### config.mk
export PLATFORM = sky130hd
export DESIGN_NAME = imem_arbiter
export DESIGN_NICKNAME = d
export VERILOG_FILES = /design/src/rtl/imem_arbiter.sv
export SDC_FILE = /design/constraint.sdc
export NUM_CORES = 1
export LEC_CHECK = 0
export CORE_ASPECT_RATIO = 1.5
export CORE_MARGIN = 5
export CORE_UTILIZATION = 22
export DETAILED_ROUTE_END_ITERATION = 12
export PLACE_DENSITY_LB_ADDON = 0.05
export SYNTH_ARGS = -nofsm -noshare
export SYNTH_HDL_FRONTEND = slang
export SYNTH_SLANG_ARGS = --single-unit
### constraint.sdc
create_clock -name clk_i -period 2.8 [get_ports clk_i]
set_clock_uncertainty 0.2 [all_clocks]
set_input_delay 0.42 -clock clk_i [delete_from_list [all_inputs] [get_ports clk_i]]
set_output_delay 0.42 -clock clk_i [all_outputs]
set_load 0.005 [all_outputs]
### src/rtl/imem_arbiter.sv
// Two-requester arbiter for the instruction memory port: fetch priority, loader anti-starvation, lock mode.
// Optional write protect: define IMEM_ARB_WP_EN so loader writes only take effect while LOCKED.
module imem_arbiter #(
  parameter int INS_ADDRESS = 9,
  parameter int INS_W       = 32,
  parameter int MAX_WAIT    = 4
) (
  input  logic                   clk_i,
  input  logic                   rst_ni,
  input  logic                   if_req_i,
  input  logic [INS_ADDRESS-1:0] if_addr_i,
  output logic                   if_gnt_o,
  output logic                   if_rvalid_o,
  output logic [INS_W-1:0]       if_rdata_o,
  input  logic                   ld_req_i,
  input  logic                   ld_we_i,
  input  logic [INS_ADDRESS-1:0] ld_addr_i,
  input  logic [INS_W-1:0]       ld_wdata_i,
  input  logic                   ld_lock_i,
  output logic                   ld_gnt_o,
  output logic                   ld_rvalid_o,
  output logic [INS_W-1:0]       ld_rdata_o,
  output logic                   ld_err_o,
  output logic                   locked_o,
  output logic                   mem_en_o,
  output logic                   mem_we_o,
  output logic [INS_ADDRESS-3:0] mem_addr_o,
  output logic [INS_W-1:0]       mem_wdata_o,
  input  logic [INS_W-1:0]       mem_rdata_i
);

  typedef enum logic [1:0] {RUN, DRAIN, LOCKED} state_t;

  state_t     state;
  logic [3:0] wait_cnt;
  logic       if_pend;
  logic       ld_pend;
  logic       ld_err;
  logic       force_ld;
  logic       wp_block;
  logic       unused_addr_bits;

  assign unused_addr_bits = ^{if_addr_i[1:0], ld_addr_i[1:0]};

  assign force_ld = (state == RUN) && ld_req_i && (wait_cnt == 4'(MAX_WAIT));

`ifdef IMEM_ARB_WP_EN
  assign wp_block = ld_we_i && (state != LOCKED);
`else
  assign wp_block = 1'b0;
`endif

  // Grants are held low during reset so every strobe reads 0 while rst_ni is asserted.
  always_comb begin
    if_gnt_o = 1'b0;
    ld_gnt_o = 1'b0;
    if (rst_ni) begin
      case (state)
        RUN: begin
          if_gnt_o = if_req_i && !force_ld;
          ld_gnt_o = ld_req_i && (!if_req_i || force_ld);
        end
        default: ld_gnt_o = ld_req_i;
      endcase
    end
  end

  assign mem_en_o    = if_gnt_o | (ld_gnt_o & ~wp_block);
  assign mem_we_o    = ld_gnt_o & ld_we_i & ~wp_block;
  assign mem_addr_o  = ld_gnt_o ? ld_addr_i[INS_ADDRESS-1:2] : if_addr_i[INS_ADDRESS-1:2];
  assign mem_wdata_o = ld_wdata_i;

  always_ff @(posedge clk_i or negedge rst_ni) begin
    if (!rst_ni) begin
      state    <= RUN;
      wait_cnt <= '0;
      if_pend  <= 1'b0;
      ld_pend  <= 1'b0;
      ld_err   <= 1'b0;
    end else begin
      if_pend <= if_gnt_o;
      ld_pend <= ld_gnt_o & ~ld_we_i;
      ld_err  <= ld_gnt_o & ld_we_i & wp_block;

      if (ld_gnt_o)
        wait_cnt <= '0;
      else if (ld_req_i && wait_cnt != 4'(MAX_WAIT))
        wait_cnt <= wait_cnt + 4'd1;

      case (state)
        RUN:    if (ld_lock_i) state <= DRAIN;
        // No fetch is granted in DRAIN, so any fetch still in flight is answered
        // during the DRAIN cycle itself and LOCKED can follow immediately.
        DRAIN:  state <= ld_lock_i ? LOCKED : RUN;
        LOCKED: begin
          if (!ld_lock_i) begin
            state    <= RUN;
            wait_cnt <= '0;
          end
        end
        default: state <= RUN;
      endcase
    end
  end

  assign if_rvalid_o = if_pend;
  assign ld_rvalid_o = ld_pend;
  assign if_rdata_o  = if_pend ? mem_rdata_i : '0;
  assign ld_rdata_o  = ld_pend ? mem_rdata_i : '0;
  assign ld_err_o    = ld_err;
  assign locked_o    = (state == LOCKED);

endmodule
==> impl_results.md, run 1 <==
* Status: finished clean
* IO Port Bufs at 129
* Sum Neg Setup Slack at 0 ns
* Leading post-synthesis cells by cell area: and2_1 (33%), buf_4 (20%), dfrtp_1 (16%)
* Most frequent cell after synthesis: and2_1
* Compound-gate portion of the synthesized area at 0.0821
* Placed standard-cell area at 0.00240 mm^2
* Distinct cells, synth at 27
* Fin crit period at 2.76 ns
* Total clock sinks at 8
* Area share of fa/ha/maj cells after synthesis at 0.0205
* Crit path max-delay cell type: clkdlybuf4s50_1
* Cells after synthesis at 154
* Simple-Gate Fraction of Synth Area at 0.417
* Register share of total power at 0.239
* Final hold violation count at 0
* Fraction of layout cells with a size suffix above 1 at 0.146
* DP HPWL at 3880 um
* EDFF count, synth at 0
* Final Util at 0.455
* I/O pin count at 199
* Mux contribution to synthesized area at 0.0646
* H-tree depth at 1
* Fill count at 564
* Final instance area at 0.00248 mm^2
* Ys flop type: dfrtp_1
* Top cells by count, synth: and2_1 (65), buf_4 (33), clkbuf_1 (8), dfrtp_1 (8), mux2_2 (7)
* Synthesized net count at 244
* Register area share after synthesis at 0.164
* Post-DR vias/cell at 4.17
* #FFs+latches synth at 8
* CTS Buf Count at 3
* Max-cap violations at 0
* Critical Path Start Type: input pin
* Critical Path End Type: primary output
* Post-Syn Area per Cell at 7.92 um^2
* XOR/XNOR share of the synthesized area at 0
* Maximum fanout along the worst path at 8
* Worst slew pin tran at 0.501 ns
* Int Power at 474 uW
* GR Overflow Total at 0
* Power Density at 269 mW/mm^2
* Sw frac at 0.289
* Largest net degree at the start of global routing at 34
* Crit-path max cell delay at about 0.44 ns
* R2r startpoint: wait_cnt[0]$_DFF_PN0_
* HP Class: reg -> reg
* First-pass GRT wire length at 6820 um
* Arr. time, crit path at 2.14 ns
* Asr flop ratio synth at 1.00
* Starting Density at 0.224
* Die area at 0.00716 mm^2
* Post-Syn Area at 0.00122 mm^2
* Max IR drop VDD at roughly 0.00025 V
* Worst Setup Path Type: in -> out
* DRC violations left at 0
* Top cell type by total area after synthesis: and2_1
* Initial DRC count at 6
* Rel. slew slack at 0.665
* Root buffer cell: clkbuf_8
* DR WL/cell at 13.7 um
* Comb power frac at 0.563
* Power, Total at 668 uW
* Post-place setup slack at -0.235 ns
* Clk_lat worst skew at ~0.22 ns
* Worst EP required at 2.18 ns
* Crit path from: if_req_i
* Routability cong. at 0.735
* Initial antenna violation count at 0
* Final ANT Viol Nets at 0
* Num rows at 33
* Area Overhead vs Synth at 103%
* Synth top area share at 0.333
* Initial DRT Pass Iterations at 3
* Diode count at 0
* CTS Buffer Depth at 2
* Routed via count at 1380
* Nets at 353
* Clock power share at 0.197
* Worst-path clk slew at 0.04 ns
* Vias in the first global route at 1405
* Largest family of logic cells by synthesized area: simple AND/OR/NAND/NOR gates
* DIE WIDTH at 70.8 um
* Fin crit share at 0.986
* # hold bufs at CTS at 0
* CTS tree: yes
* Core ar. at 0.00545 mm^2
* Peak Freq at 362 MHz
* Min-delay src: state[0]$_DFFE_PN0P_
* Fin worst setup slack at 0.0403 ns
* Tot GR Track Use at 0.117
* RSZ-0062 raised after global routing: no
* Die Y at 101 um
* Psw at 193 uW
* Synth warnings at 0
* Pleak at approximately 0.0010 uW
* Wirelength, routed at 4550 um
* Critical Path, Cell by Cell: clkdlybuf4s50_1, or3b_4, o211ai_4, buf_12, mux2_4, dlygate4sd2_1
* Final-report max-slew violation count at 0
* Final setup vio count at 0
## flip-flops by register name, summed over array words and instances (netlist names)
signal / count
wait_cnt: 4
state: 2
ld_rvalid_o: 1
if_rvalid_o: 1
## routing by layer
| layer | up-vias | track usage | wire (um) |
|---|---|---|---|
| met2 | 127 | 0.225 | 2190 |
| met4 | 0 | 0.0203 | 36 |
| met1 | 581 | 0.111 | 1610 |
| met3 | 4 | 0.0616 | 708 |
| li1 | 668 | - | - |
| met5 | - | 0 | 0 |
## what timing repair did
item / in CTS / in global routing
setup endpoints to repair: 10 / 7
gates resized for setup: 17 / 7
buffers inserted: 6 / 0
pin swaps: 1 / 0
## worst paths after layout
kind / slack, ns / cells past startpoint / endpoint
setup / recovery: 0.04 / 6 / mem_addr_o[5]
hold / removal: 0.28 / 1 / state[0]$_DFFE_PN0P_
setup reg to reg: 0.68 / 9 / wait_cnt[2]$_DFF_PN0_
hold reg to reg: 0.28 / 1 / state[0]$_DFFE_PN0P_
max in group asynchronous: 1.90 / 2 / state[1]$_DFFE_PN0P_
min in group asynchronous: 0.39 / 2 / if_rvalid_o$_DFF_PN0_
## cell type report
cell class	count	area (um^2)	area share
multi-input combinational	99	729	0.294
clock buffer	3	41.3	0.0166
inverter	6	25.0	0.0101
sequential	8	200	0.0807
tap	70	87.6	0.0353
timing repair buffer	145	1400	0.563
## power by group through the flow
| stage | Combinational, uW | Clock (uW) | Sequential, uW |
|---|---|---|---|
| detailed placement | 374 | 0 | 163 |
| floorplan | 185 | 0 | 157 |
| finish | 376 | 132 | 160 |
| global route | 411 | 145 | 165 |
| global placement | 376 | 0 | 163 |
| CTS | 386 | 138 | 161 |
## critical path: cells and delay by family
family / cells / cell delay (ns)
mux: 1 / 0.29
compound gates: 1 / 0.19
simple gates: 1 / 0.39
buf+inv: 3 / 0.85
## cell families after synthesis
group / after synthesis
other: 1
and+or+nand+nor: 78
buffers and inverters: 47
DFF: 8
adders and majority gates: 2
AOI/OAI and AO/OA: 11
muxes: 7
## layout by cell type, fill, tap and decap left out, drive strengths merged, types with 2 or more instances in the layout
cell	instances
o21ai	2
and2	65
nor2b	2
a211oi	4
inv	6
clkbuf	8
or3	2
ha	2
dlygate4sd2	3
mux2	7
a21oi	2
clkdlybuf4s50	119
dfrtp	8
buf	16
## metrics by stage
step                hold WS (ns)  std cells
detailed placement         0.286        322
finish                     0.281        331
floorplan                -0.0756        154
global placement           0.286        322
CTS                        0.294        331
global route               0.320        331
Power figures use the tool's default switching activity.
==> inputs of run 2 (changes only) <==
- MAX_ROUTING_LAYER: default -> met4
- SETUP_SLACK_MARGIN: default -> 0.05
==> run 2 against run 1 <==
  * Register-to-register slack better by 0.05 ns
  * Clock-buffer cell count is the same
  * Final cell count rose by 0.60%
  * Worst hold slack is essentially flat
  * Highest routed layer unchanged
  * Critical path type is now reg -> out
==> impl_results.md, run 2 (same netlist as run 1, synthesis figures left out) <==
* Status: finished clean
* DP HPWL at 3880 um
* Routed via count at 1386
* Kind of cell adding the most delay to the critical path: buffers and inverters
* Max-cap violations at 0
* Routability cong. at 0.744
* Crit path max-delay cell type: dfrtp_1
* Die Y at 101 um
* Tot GR Track Use at 0.122
* Largest net degree at the start of global routing at 34
* H-tree depth at 1
* Wirelength, routed at about 4600 um
* Arr. time, crit path at 2.05 ns
* Final-report max-slew violation count at 0
* CTS tree: yes
* Largest Register: wait_cnt
* Final hold violation count at 0
* Commonest cells after routing, fill and taps aside: clkdlybuf4s50_1 (118), and2_1 (65), buf_4 (14), dfrtp_1 (8), inv_1 (5)
* Worst slew pin tran at 0.502 ns
* Max IR drop VDD at 0.000247 V
* Placed instance count at between 300 and 400
* Num rows at 33
* Crit-path max cell delay at about 0.37 ns
* DIE WIDTH at 70.8 um
* Diode count at 0
* Area of the multi-input gates at 737 um^2
* Core ar. at between 0.005 and 0.006 mm^2
* Root buffer cell: clkbuf_8
* Fill count at 556
* Critical Path Start Type: flop
* Die area at a little over 0.007 mm^2
* Clk_lat worst skew at 0.22 ns
* Worst EP required at 2.18 ns
* Area Overhead vs Synth at 108%
* Sum Neg Setup Slack at 0 ns
* Worst Setup Path Type: reg -> out
* Critical Path, Cell by Cell: inv_1, ha_1, and3b_1, o211ai_4, buf_12, buf_12, buf_4, mux2_4, buf_6
* Power Density at 274 mW/mm^2
* Total clock sinks at 8
* Starting Density at 0.224
* I/O pin count at between 150 and 200
* CTS Buf Count at 3
* HP Class: reg -> reg
* Final Util at 0.465
* Final instance area at 0.00253 mm^2
* DR WL/cell at 13.8 um
* Maximum fanout along the worst path at 4
* Critical Path End Type: primary output
* CTS Buffer Depth at 2
* Post-DR vias/cell at 4.16
* DRC violations left at 0
* Fraction of layout cells with a size suffix above 1 at 0.152
* Final setup vio count at 0
* Final cell count without fillers at 333
* Initial DRC count at 10
* Fin crit share at 0.952
* Worst-path clk slew at 0.04 ns
* Max reg flops at 4
* GR Overflow Total at 0
* First-pass GRT wire length at between 6000 and 7000 um
* Crit path top cell by count: buf_12
* Register area at 200 um^2
* Pleak at 0.00107 uW
* Fin crit period at about 2.7 ns
* Final ANT Viol Nets at 0
* Nets at 355
* IO Port Bufs at roughly 130
* # hold bufs at CTS at 0
* Initial DRT Pass Iterations at 3
* RSZ-0062 raised after global routing: no
* Initial antenna violation count at 0
* Peak Freq at roughly 380 MHz
* WP buf/inv at 5
* Rel. slew slack at 0.665
* Placed standard-cell area at 0.00240 mm^2
* Top flop regs: wait_cnt x4, state x2
* Vias in the first global route at 1413
* Most common cell after layout, fill and taps aside: clkdlybuf4s50_1
## run 2: changes by cell type in the layout (fill, tap and decap cells not counted)
cell             before  now
clkbuf_2              5    0
buf_6                 0    4
buf_2                 0    3
mux2_2                5    3
mux2_4                2    4
buf_12                1    2
buf_4                15   14
clkdlybuf4s15_1       1    2
clkdlybuf4s50_1     119  118
dlygate4sd2_1         3    4
dlymetal6s2s_1        1    0
## run 2: worst register-to-register path, stage by stage, from the launching register on
cell,delay (ns)
dfrtp_1,0.37
inv_1,0.05
ha_1,0.21
and3b_1,0.24
o211ai_4,0.22
buf_12,0.14
buf_4,0.12
inv_4,0.03
buf_4,0.15
nor4_4,0.25
## run 2: final timing paths
path | start | endpoint | slack, ns | depth (start not counted)
max | wait_cnt[0]$_DFF_PN0_ | mem_addr_o[1] | 0.13 | 9
min | state[0]$_DFFE_PN0P_ | state[0]$_DFFE_PN0P_ | 0.28 | 1
max reg2reg | wait_cnt[0]$_DFF_PN0_ | wait_cnt[2]$_DFF_PN0_ | 0.73 | 9
min reg2reg | state[0]$_DFFE_PN0P_ | state[0]$_DFFE_PN0P_ | 0.28 | 1
max in group asynchronous | rst_ni | state[1]$_DFFE_PN0P_ | 1.90 | 2
min in group asynchronous | rst_ni | if_rvalid_o$_DFF_PN0_ | 0.39 | 2
## run 2: metal layers
metal / global-route usage / part of all wire / up-vias
met5: - / 0 / -
met4: 0.0203 / 0.0078 / 0
met2: 0.227 / 0.48 / 127
li1: - / - / 671
met1: 0.116 / 0.37 / 584
met3: 0.0566 / 0.14 / 4
## run 2: layout make-up
class                   instances  area share
clock buffers                   3      0.0163
inverters                       6     0.00988
multi-input cells              99       0.291
flip-flops and latches          8      0.0791
well taps                      70      0.0346
repair buffers                147       0.569
## run 2: power by group
group / internal, uW / leakage [uW] / switching, uW
Sequential: 138 / 0.000106 / 18.3
Combinational: 264 / 0.000940 / 141
Clock: 92.6 / 0.0000216 / 39.2
Total: 495 / 0.00107 / 199
## run 2: stage by stage
step / hold slack, ns / setup WS (ns) / total power [uW]
final: 0.281 / 0.133 / 694
after detailed placement: 0.286 / -0.235 / 536
after global routing: 0.320 / 0.0537 / 747
after CTS: 0.294 / 0.0762 / 692
after global placement: 0.286 / -0.240 / 539
after floorplan: -0.0756 / 0.564 / 342
## run 2: timing repair
action / 4_1_cts / 5_1_grt
pin swaps: 1 / 0
gates cloned: 0 / 0
resized for setup: 37 / 0
setup endpoints to repair: 10 / 4
hold endpoints to repair: 0 / 0
buffers inserted: 6 / 2
==> inputs of run 3 (changes only) <==
- RECOVER_POWER: default -> 50
==> run 3 against run 2 <==
  * Register-to-register slack lost 0.08 ns
  * Largest power group unchanged
  * Non-clock buffer count unchanged
  * Via count barely moved
  * Sequential share of layout area increased by 0.12 points
  * Clock power about the same
==> impl_results.md, run 3 (same netlist as run 1, synthesis figures left out) <==
* Final ANT Viol Nets at 0
* Fraction of layout cells with a size suffix above 1 at 0.133
* DR WL/cell at 13.9 um
* Top Metal Used: met4
* Largest Register: wait_cnt
* Clk_lat worst skew at 0.22 ns
* Power, Total at 674 uW
* Hold slack at 0.281 ns
* First-pass GRT wire length at 6890 um
* Routed via count at 1387
* Post-DR vias/cell at 4.17
* Die Y at 101 um
* HP Class: reg -> reg
* Core ar. at 0.00545 mm^2
* CTS Buffer Depth at 2
* GR Overflow Total at 0
* Maximum fanout along the worst path at 4
* Commonest cells after routing, fill and taps aside: clkdlybuf4s50_1 (105), and2_1 (63), dlygate4sd3_1 (13), buf_4 (10), dfrtp_1 (8)
* DP HPWL at 3880 um
* Fin worst setup slack at approximately 0.12 ns
* Diode count at 0
* Power Density at 270 mW/mm^2
* Sum Neg Setup Slack at 0 ns
* Pleak at 0.00109 uW
* Root buffer cell: clkbuf_8
* Status: finished clean
* Max reg flops at 4
* Initial DRC count at 7
* Sw frac at 0.286
* Largest net degree at the start of global routing at 34
* Met3 WL post-DR at ~670 um
* Max IR drop VDD at roughly 0.00024 V
* # hold bufs at CTS at 0
* Wirelength, routed at 4630 um
* Starting Density at 0.224
* Nets at 355
* Psw at between 150 and 200 uW
* Clock power share at 0.195
* Worst EP required at around 2.2 ns
* Die area at 0.00716 mm^2
* Total clock sinks at 8
* Peak Freq at 373 MHz
* Arr. time, crit path at slightly above 2 ns
* DIE WIDTH at approximately 71 um
* Met1 WL at 1720 um
* Critical Path Start Type: flop
* CTS Buf Count at 3
* Final-report max-slew violation count at 0
* Most common cell after layout, fill and taps aside: clkdlybuf4s50_1
* Worst Setup Path Type: reg -> out
* I/O pin count at 199
* Max-cap violations at 0
* Tot GR Track Use at 0.122
* Post-place setup slack at -0.235 ns
* Int Power at 481 uW
* Final setup vio count at 0
* Num rows at 33
* IO Port Bufs at 129
* Final hold violation count at 0
* H-tree depth at 1
* Final Util at 0.458
* Critical Path End Type: primary output
* CTS tree: yes
* Metal2 WL at ~2200 um
* Initial antenna violation count at 0
* Fin crit share at 0.957
* RSZ-0062 raised after global routing: no
* Worst-path clk slew at 0.04 ns
* Initial DRT Pass Iterations at 3
* DRC violations left at 0
* Top flop regs: wait_cnt x4, state x2
* Area Overhead vs Synth at 105%
* Routability cong. at between 0.7 and 0.8
* R2R depth at 9
* Fin crit period at approximately 2.7 ns
* Vias in the first global route at 1413
* Comb power frac at 0.572
* Register share of total power at 0.233
* Worst Hold Depth at 1
-- run 3: cell types whose count changed in the layout (fill, tap and decap cells not counted), sizes merged --
cell / change
buf: -4
clkbuf: +4
clkdlybuf4s50: -13
dlygate4sd3: +13
-- run 3: worst paths after layout --
kind	slack, ns	to	start
worst max-delay path	0.12	mem_we_o	wait_cnt[0]$_DFF_PN0_
worst min-delay path	0.28	state[0]$_DFFE_PN0P_	state[0]$_DFFE_PN0P_
worst max register to register	0.65	wait_cnt[2]$_DFF_PN0_	wait_cnt[0]$_DFF_PN0_
worst min register to register	0.28	state[0]$_DFFE_PN0P_	state[0]$_DFFE_PN0P_
max in group asynchronous	1.73	wait_cnt[1]$_DFF_PN0_	rst_ni
min in group asynchronous	0.49	wait_cnt[2]$_DFF_PN0_	rst_ni
-- run 3: worst max-delay path: stages (launching register included) --
cell and delay, ns:
dfrtp_1 0.37, inv_1 0.05, ha_1 0.21, and3b_1 0.24, o211ai_4 0.22, buf_12 0.14, clkbuf_1 0.16, inv_4 0.05
and2_1 0.14, dlygate4sd2_1 0.26
-- run 3: power by group through the flow --
stage          Sequential, uW  Combinational (uW)  Clock (uW)
6_report                  157                 385         132
5_1_grt                   160                 422         145
4_1_cts                   161                 393         138
3_5_place_dp              163                 374           0
3_3_place_gp              163                 376           0
2_1_floorplan             157                 185           0
-- run 3: per-stage QoR --
stage	cell area, um^2	cells
after CTS	2520	331
after global placement	2400	322
final	2490	333
after global routing	2490	333
after floorplan	1220	154
after detailed placement	2400	322
-- run 3: area by class of cell --
class                           instances  area (um^2)
Tap cell                               70         87.6
Clock buffer                            3         41.3
Timing Repair Buffer                  147         1430
Inverter                                6         25.0
Multi-Input combinational cell         99          712
Sequential cell                         8          200
Fill cell                             562         2960
-- run 3: timing repair --
action / 4_1_cts / 5_1_grt
resized for setup: 37 / 0
pin swaps: 1 / 0
setup endpoints to repair: 10 / 4
buffers inserted: 6 / 2
-- run 3: per-layer routing --
layer / global-route usage / vias up
li1: - / 674
met1: 0.116 / 582
met2: 0.227 / 127
met3: 0.0566 / 4
met4: 0.0203 / 0
met5: - / -
